$ cat src/rtl/decode_pkg.sv
//==============================================================================
// Module      : decode_pkg
// Description : Shared definitions for the decode stage: RV32I opcode
//               constants, instruction format classification, and the bit
//               layout of the packed control word handed to execute.
// Revision    : 1.0 - initial release
//==============================================================================
`default_nettype none

package decode_pkg;

    // Width of the packed control word:
    // {opcode[6:0], funct3[2:0], funct7[5], reg_write, mem_read, mem_write}
    localparam int CTRL_W = 14;

    localparam int CTRL_OPC_MSB   = 13;
    localparam int CTRL_OPC_LSB   = 7;
    localparam int CTRL_F3_MSB    = 6;
    localparam int CTRL_F3_LSB    = 4;
    localparam int CTRL_F7B5      = 3;
    localparam int CTRL_REG_WRITE = 2;
    localparam int CTRL_MEM_READ  = 1;
    localparam int CTRL_MEM_WRITE = 0;

    localparam logic [6:0] OPC_OP     = 7'b0110011;
    localparam logic [6:0] OPC_OP_IMM = 7'b0010011;
    localparam logic [6:0] OPC_LOAD   = 7'b0000011;
    localparam logic [6:0] OPC_JALR   = 7'b1100111;
    localparam logic [6:0] OPC_STORE  = 7'b0100011;
    localparam logic [6:0] OPC_BRANCH = 7'b1100011;
    localparam logic [6:0] OPC_LUI    = 7'b0110111;
    localparam logic [6:0] OPC_AUIPC  = 7'b0010111;
    localparam logic [6:0] OPC_JAL    = 7'b1101111;

    // Instruction encoding format; FMT_NONE covers every unrecognised opcode.
    typedef enum logic [2:0] {
        FMT_R    = 3'd0,
        FMT_I    = 3'd1,
        FMT_S    = 3'd2,
        FMT_B    = 3'd3,
        FMT_U    = 3'd4,
        FMT_J    = 3'd5,
        FMT_NONE = 3'd6
    } fmt_e;

    function automatic fmt_e opcode_fmt(input logic [6:0] opcode);
        fmt_e fmt;
        case (opcode)
            OPC_OP:                        fmt = FMT_R;
            OPC_OP_IMM, OPC_LOAD, OPC_JALR: fmt = FMT_I;
            OPC_STORE:                     fmt = FMT_S;
            OPC_BRANCH:                    fmt = FMT_B;
            OPC_LUI, OPC_AUIPC:            fmt = FMT_U;
            OPC_JAL:                       fmt = FMT_J;
            default:                       fmt = FMT_NONE;
        endcase
        return fmt;
    endfunction

endpackage

`default_nettype wire

$ cat src/rtl/imm_gen.sv
//==============================================================================
// Module      : imm_gen
// Description : Combinational RV32I immediate generator. Produces the
//               sign-extended I/S/B/U/J immediate selected by the opcode;
//               any other opcode yields zero.
// Ports       : instr_i - 32-bit instruction word
//               imm_o   - 32-bit sign-extended immediate
// Revision    : 1.0 - initial release
//==============================================================================
`default_nettype none

module imm_gen
    import decode_pkg::*;
(
    input  logic [31:0] instr_i,
    output logic [31:0] imm_o
);

    always_comb begin
        imm_o = '0;
        case (opcode_fmt(instr_i[6:0]))
            FMT_I: imm_o = {{20{instr_i[31]}}, instr_i[31:20]};
            FMT_S: imm_o = {{20{instr_i[31]}}, instr_i[31:25], instr_i[11:7]};
            FMT_B: imm_o = {{19{instr_i[31]}}, instr_i[31], instr_i[7],
                            instr_i[30:25], instr_i[11:8], 1'b0};
            FMT_U: imm_o = {instr_i[31:12], 12'b0};
            FMT_J: imm_o = {{11{instr_i[31]}}, instr_i[31], instr_i[19:12],
                            instr_i[20], instr_i[30:21], 1'b0};
            default: imm_o = '0;
        endcase
    end

endmodule

`default_nettype wire

$ cat src/rtl/decode_stage.sv
//==============================================================================
// Module      : decode_stage
// Description : RV32I decode pipeline stage. Decodes the fetched instruction,
//               reads operands (with write-back bypass), detects load-use
//               hazards, and presents the result through a one-entry output
//               register with valid/ready handshaking.
// Ports       : clk, reset (sync, active-low)
//               in_valid/in_ready/in_instr/in_pc   - fetch handshake
//               rf_raddr1/2, rf_rdata1/2           - register-file read
//               wb_we/wb_rd/wb_data                - write-back bypass
//               ex_load/ex_rd                      - load in execute
//               flush                              - kill decode output
//               out_valid/out_ready/out_*          - execute handshake
//               stall_count                        - saturating stall counter
// Revision    : 1.0 - initial release
//==============================================================================
`default_nettype none

module decode_stage
    import decode_pkg::*;
#(
    parameter int XLEN  = 32,
    parameter int CNT_W = 16
) (
    input  logic              clk,
    input  logic              reset,

    input  logic              in_valid,
    output logic              in_ready,
    input  logic [31:0]       in_instr,
    input  logic [XLEN-1:0]   in_pc,

    output logic [4:0]        rf_raddr1,
    output logic [4:0]        rf_raddr2,
    input  logic [XLEN-1:0]   rf_rdata1,
    input  logic [XLEN-1:0]   rf_rdata2,

    input  logic              wb_we,
    input  logic [4:0]        wb_rd,
    input  logic [XLEN-1:0]   wb_data,

    input  logic              ex_load,
    input  logic [4:0]        ex_rd,

    input  logic              flush,

    output logic              out_valid,
    input  logic              out_ready,
    output logic [XLEN-1:0]   out_pc,
    output logic [XLEN-1:0]   out_op1,
    output logic [XLEN-1:0]   out_op2,
    output logic [XLEN-1:0]   out_imm,
    output logic [4:0]        out_rd,
    output logic [CTRL_W-1:0] out_ctrl,
    output logic [CNT_W-1:0]  stall_count
);

    //--------------------------------------------------------------------------
    // Field extraction and classification
    //--------------------------------------------------------------------------
    logic [6:0] opcode_w;
    logic [4:0] rd_w;
    logic [4:0] rs1_w;
    logic [4:0] rs2_w;
    logic [2:0] funct3_w;
    fmt_e       fmt_w;

    assign opcode_w = in_instr[6:0];
    assign rd_w     = in_instr[11:7];
    assign funct3_w = in_instr[14:12];
    assign rs1_w    = in_instr[19:15];
    assign rs2_w    = in_instr[24:20];
    assign fmt_w    = opcode_fmt(opcode_w);

    assign rf_raddr1 = rs1_w;
    assign rf_raddr2 = rs2_w;

    // Unknown opcodes read no registers, so they can never cause a stall.
    logic rs1_used_w;
    logic rs2_used_w;

    assign rs1_used_w = (fmt_w == FMT_R) || (fmt_w == FMT_I) ||
                        (fmt_w == FMT_S) || (fmt_w == FMT_B);
    assign rs2_used_w = (fmt_w == FMT_R) || (fmt_w == FMT_S) ||
                        (fmt_w == FMT_B);

    //--------------------------------------------------------------------------
    // Control word
    //--------------------------------------------------------------------------
    logic              reg_write_w;
    logic              mem_read_w;
    logic              mem_write_w;
    logic [CTRL_W-1:0] ctrl_w;

    // Every format that carries an rd writes it, except a write to x0.
    assign reg_write_w = ((fmt_w == FMT_R) || (fmt_w == FMT_I) ||
                          (fmt_w == FMT_U) || (fmt_w == FMT_J)) &&
                         (rd_w != 5'd0);
    assign mem_read_w  = (opcode_w == OPC_LOAD);
    assign mem_write_w = (opcode_w == OPC_STORE);

    always_comb begin
        ctrl_w                               = '0;
        ctrl_w[CTRL_OPC_MSB:CTRL_OPC_LSB]    = opcode_w;
        ctrl_w[CTRL_F3_MSB:CTRL_F3_LSB]      = funct3_w;
        ctrl_w[CTRL_F7B5]                    = in_instr[30];
        ctrl_w[CTRL_REG_WRITE]               = reg_write_w;
        ctrl_w[CTRL_MEM_READ]                = mem_read_w;
        ctrl_w[CTRL_MEM_WRITE]               = mem_write_w;
    end

    //--------------------------------------------------------------------------
    // Operand read with same-cycle write-back bypass
    //--------------------------------------------------------------------------
    function automatic logic [XLEN-1:0] read_operand(
        input logic [4:0]      addr,
        input logic [XLEN-1:0] rdata,
        input logic            we,
        input logic [4:0]      wrd,
        input logic [XLEN-1:0] wdata
    );
        if (addr == 5'd0) begin
            return '0;
        end else if (we && (wrd == addr)) begin
            return wdata;
        end else begin
            return rdata;
        end
    endfunction

    logic [XLEN-1:0] op1_w;
    logic [XLEN-1:0] op2_w;

    assign op1_w = read_operand(rs1_w, rf_rdata1, wb_we, wb_rd, wb_data);
    assign op2_w = read_operand(rs2_w, rf_rdata2, wb_we, wb_rd, wb_data);

    //--------------------------------------------------------------------------
    // Immediate
    //--------------------------------------------------------------------------
    logic [31:0] imm_w;

    imm_gen u_imm_gen (
        .instr_i (in_instr),
        .imm_o   (imm_w)
    );

    //--------------------------------------------------------------------------
    // Load-use hazard and handshake
    //--------------------------------------------------------------------------
    logic stall_w;
    logic accept_w;
    logic out_valid_q;

    assign stall_w = ex_load && (ex_rd != 5'd0) &&
                     ((rs1_used_w && (ex_rd == rs1_w)) ||
                      (rs2_used_w && (ex_rd == rs2_w)));

    // Gating with reset keeps fetch from being consumed while the stage is
    // held in reset, since the register below would discard it anyway.
    assign in_ready = reset && !stall_w && !flush && (!out_valid_q || out_ready);
    assign accept_w = in_valid && in_ready;

    //--------------------------------------------------------------------------
    // Output register
    //--------------------------------------------------------------------------
    logic              out_valid_d;
    logic [XLEN-1:0]   out_pc_d,   out_pc_q;
    logic [XLEN-1:0]   out_op1_d,  out_op1_q;
    logic [XLEN-1:0]   out_op2_d,  out_op2_q;
    logic [XLEN-1:0]   out_imm_d,  out_imm_q;
    logic [4:0]        out_rd_d,   out_rd_q;
    logic [CTRL_W-1:0] out_ctrl_d, out_ctrl_q;
    logic [CNT_W-1:0]  stall_count_d, stall_count_q;

    always_comb begin
        out_valid_d = out_valid_q;
        out_pc_d    = out_pc_q;
        out_op1_d   = out_op1_q;
        out_op2_d   = out_op2_q;
        out_imm_d   = out_imm_q;
        out_rd_d    = out_rd_q;
        out_ctrl_d  = out_ctrl_q;

        // in_ready already excludes flush, so flush and accept never overlap;
        // the explicit ordering documents that flush wins.
        if (flush) begin
            out_valid_d = 1'b0;
        end else if (accept_w) begin
            out_valid_d = 1'b1;
            out_pc_d    = in_pc;
            out_op1_d   = op1_w;
            out_op2_d   = op2_w;
            out_imm_d   = imm_w;
            out_rd_d    = rd_w;
            out_ctrl_d  = ctrl_w;
        end else if (out_ready) begin
            out_valid_d = 1'b0;
        end
    end

    always_comb begin
        stall_count_d = stall_count_q;
        if (in_valid && stall_w && (stall_count_q != {CNT_W{1'b1}})) begin
            stall_count_d = stall_count_q + 1'b1;
        end
    end

    always_ff @(posedge clk) begin
        if (!reset) begin
            out_valid_q   <= 1'b0;
            out_pc_q      <= '0;
            out_op1_q     <= '0;
            out_op2_q     <= '0;
            out_imm_q     <= '0;
            out_rd_q      <= '0;
            out_ctrl_q    <= '0;
            stall_count_q <= '0;
        end else begin
            out_valid_q   <= out_valid_d;
            out_pc_q      <= out_pc_d;
            out_op1_q     <= out_op1_d;
            out_op2_q     <= out_op2_d;
            out_imm_q     <= out_imm_d;
            out_rd_q      <= out_rd_d;
            out_ctrl_q    <= out_ctrl_d;
            stall_count_q <= stall_count_d;
        end
    end

    assign out_valid   = out_valid_q;
    assign out_pc      = out_pc_q;
    assign out_op1     = out_op1_q;
    assign out_op2     = out_op2_q;
    assign out_imm     = out_imm_q;
    assign out_rd      = out_rd_q;
    assign out_ctrl    = out_ctrl_q;
    assign stall_count = stall_count_q;

endmodule

`default_nettype wire
$ cat config.mk
export PLATFORM = sky130hd
export DESIGN_NAME = decode_stage
export DESIGN_NICKNAME = d
export VERILOG_FILES = /design/src/rtl/decode_pkg.sv /design/src/rtl/imm_gen.sv /design/src/rtl/decode_stage.sv
export SDC_FILE = /design/constraint.sdc
export NUM_CORES = 1
export LEC_CHECK = 0
export CAP_MARGIN = 40
export CORE_MARGIN = 2
export CORE_UTILIZATION = 25
export DETAILED_ROUTE_END_ITERATION = 8
export GPL_TIMING_DRIVEN = 0
export PLACE_DENSITY = 0.62
export SETUP_SLACK_MARGIN = 0.2
export SLEW_MARGIN = 40
export SYNTH_ARGS = -nofsm -noshare
export SYNTH_HDL_FRONTEND = slang
export SYNTH_HIERARCHICAL = 1
export SYNTH_SLANG_ARGS = --single-unit
$ cat constraint.sdc
create_clock -name clk -period 3.4 [get_ports clk]
set_input_delay 0.85 -clock clk [delete_from_list [all_inputs] [get_ports clk]]
set_output_delay 0.85 -clock clk [all_outputs]
set_load 0.02 [all_outputs]
==> run metrics <==
Max clock buf depth=2; # clock sinks=164; Finish-stage setup viols=0; Clock Skew=0.01248 ns; HPWL after detailed placement=24760 um; CP Launch Type=input pin; Rows=64; nets=1472; Net Count, Synth=1099; Pleak=0.004508 uW; Synth top area share=42.20%; status=complete, no violations; Clock power frac=40.3%; post-synthesis cell count=920; H-tree Lvls=4; arrival time at the worst endpoint=2.27 ns; vias in the first global route=8236; VDD IR max=0.2966 mV; synth cell count leaders=181 x nand2_1, 167 x nand3_1, 164 x dfxtp_1, 71 x o31ai_1, 66 x mux2i_1; Reg power frac=42.9%; TritonCTS buffer count=17; Vias/cell=4.867; hold path cells=2; FF-to-FF Start=stall_count[6]; Post-synth EDFFs=0; minimum clock period=3.123 ns; R2R depth=8; GPL Wtd Cong=0.8495; Max Cap Viol=0; Routed Antenna Nets=0; top-count cell post-synth=nand2_1; Worst slew margin=47.19%; clk slew on worst S/H paths=0.07 ns; Multi-input gate area=0.004081 mm2; Die W=180.4 um; #FFs+latches synth=164; hold buffer count at CTS=0; DR WL/cell=18.88 um; ratio of cells with drive above 1 in the final layout=8.499%; Pwr Density=377.2 mW/mm2; total gr overflow=0; area leader, netlist=dfxtp_1; initial antenna violation count=4; fill count=3114; Worst R2R End=stall_count[1]; final period utilization=91.84%; vias post-DR=8298; yosys synthesis warning count=6; final wirelength=32190 um; switching share of power=28.64%; Comb pwr share=16.7%; die area=0.03255 mm2; R2R Setup Slk=1.15 ns; Power Total=4676 uW; Initial Util=25.43%; P_int=3337 uW; Finished Core Util=40.52%; Fmax=320.2 MHz; setup slack after layout=0.2773 ns; hold endpoint=out_pc[2]; distinct cell type count after synthesis=58; gr usage total=19.37%; CTS tree=done; critical path class=input pin to primary output; io pins=352; Post-route DRC=0; Worst-Skew Late Latency=0.43 ns; critical-path maximum fanout=4; Hold Crit Start=out_pc[2]; Buffers on Ports=351; Iteration-0 DRC Markers=449; Hold Vio Cnt, Final=0; Slew Viols, Final=0; first-pass GRT wire length=49450 um; Worst Setup End Kind=primary output; Synth area leaders=dfxtp_1 42%, nand3_1 11%, nand2_1 8.7%; Core ar.=0.03059 mm2; Placement Setup Slack=-0.7332 ns; largest net degree at the start of global routing=17; syn avg cell area=8.456 um2; register area=0.003283 mm2; Net Switching=1339 uW; fin cells=1705; CTS root buf=clkbuf_16; placed cells=1667; Synth Cell Area=0.007780 mm2; RSZ-0062 raised after global routing=no; ys flop type=dfxtp_1; drt pass-1 iters=5; Die Ht=180.4 um; register area share after synthesis=42.20%; setup TNS after final layout=0 ns; Syn-to-layout area delta=59.33%; worst slew pin tran=0.7922 ns; Synth async-reset ratio=0%; Hold WC Path Type=flip-flop to flip-flop; worst path required time=2.55 ns
worst max-delay path, stage by stage:
cell	delay [ns]
dlygate4sd2_1	0.27
or4_4	0.44
o22ai_4	0.23
nor2_4	0.09
a211oi_2	0.21
buf_4	0.18
worst max-delay path by stage:
| stage | start | endpoint | slack [ns] | cells past startpoint |
|---|---|---|---|---|
| 6_report | ex_rd[1] | in_ready | 0.28 | 6 |
| 5_1_grt | ex_rd[1] | in_ready | 0.21 | 6 |
| 4_1_cts | ex_rd[0] | in_ready | 0.11 | 6 |
| 3_5_place_dp | in_instr[6] | in_ready | -0.73 | 6 |
| 3_3_place_gp | in_instr[6] | in_ready | -0.88 | 6 |
| 2_1_floorplan | ex_rd[1] | in_ready | 0.35 | 4 |
stage by stage:
step	hold slack (ns)	instance area [um2]
global placement	0.4405	11790
finish	0.4522	12400
detailed placement	0.4438	11800
global route	0.4717	12390
CTS	0.4570	12390
floorplan	0.5328	7780
logic make-up after synthesis:
family,count (synthesis),synth area share [%]
AO/OA/AOI/OAI,150,14.06
XOR/XNOR,21,2.364
adder cells (fa/ha/maj),2,0.3216
buffers and inverters,96,6.143
flip-flops,164,42.20
multiplexers,66,8.491
AND/OR/NAND/NOR,421,26.42
per-layer routing:
layer  up-vias  GRT usage, %  part of all wire, %
met4         2         6.000                  1.9
met1      3967         25.39                   45
met5         -             0                0.022
met2       243         31.91                   48
li1       4054             -                    -
met3        32         4.042                  5.3
sequential cells by signal (all words and copies together) (netlist names):
register     cells
out_imm         32
out_op1         32
out_op2         32
out_pc          32
stall_count     16
out_ctrl        14
out_rd           5
out_valid        1
final cells by class:
| class | count | area share [%] |
|---|---|---|
| flip-flops and latches | 164 | 26.49 |
| repair buffers | 354 | 28.13 |
| clock buffers | 18 | 3.543 |
| inverters | 10 | 0.3028 |
| diodes | 3 | 0.06056 |
| plain buffers | 86 | 3.604 |
| clock inverters | 14 | 0.9488 |
| multi-input cells | 660 | 32.93 |
| well taps | 396 | 3.997 |
power by group through the flow:
stage                     sequential (uW)  combinational [uW]  clock [uW]
after floorplan                      2120                 245           0
after global placement               2050                 784           0
after detailed placement             2050                 788           0
after CTS                            2010                 788        1930
after global routing                 2010                 837        2010
final                                2010                 783        1890
cell usage in the layout (no fill, tap or decap), types with 4 or more instances in the layout:
cell | netlist | final
buf_4 | 12 | 17
dlygate4sd2_1 | 0 | 11
buf_1 | 16 | 16
or3_1 | 9 | 9
xnor2_1 | 10 | 10
clkdlybuf4s50_1 | 0 | 328
a21oi_1 | 22 | 22
inv_1 | 10 | 10
or4_1 | 9 | 8
clkbuf_2 | 0 | 11
clkbuf_16 | 0 | 17
nand3_1 | 167 | 167
a211oi_1 | 12 | 11
o21ai_1 | 4 | 4
nand2_1 | 181 | 181
inv_6 | 0 | 5
o32ai_1 | 5 | 5
nor2_1 | 10 | 9
buf_2 | 28 | 27
dfxtp_1 | 164 | 164
clkinvlp_4 | 0 | 5
clkbuf_1 | 25 | 22
xor2_1 | 11 | 11
nor4b_1 | 6 | 6
o21ai_0 | 15 | 14
nor4_1 | 7 | 5
o31ai_1 | 71 | 71
nand4_1 | 6 | 6
buf_6 | 5 | 5
mux2i_1 | 66 | 66
timing repair:
action	CTS	global route
cloned	0	0
resized for setup	33	27
endpoints found under the setup margin	157	96
setup buffers	2	1
pin swaps	2	5
Power figures use the tool's default switching activity.
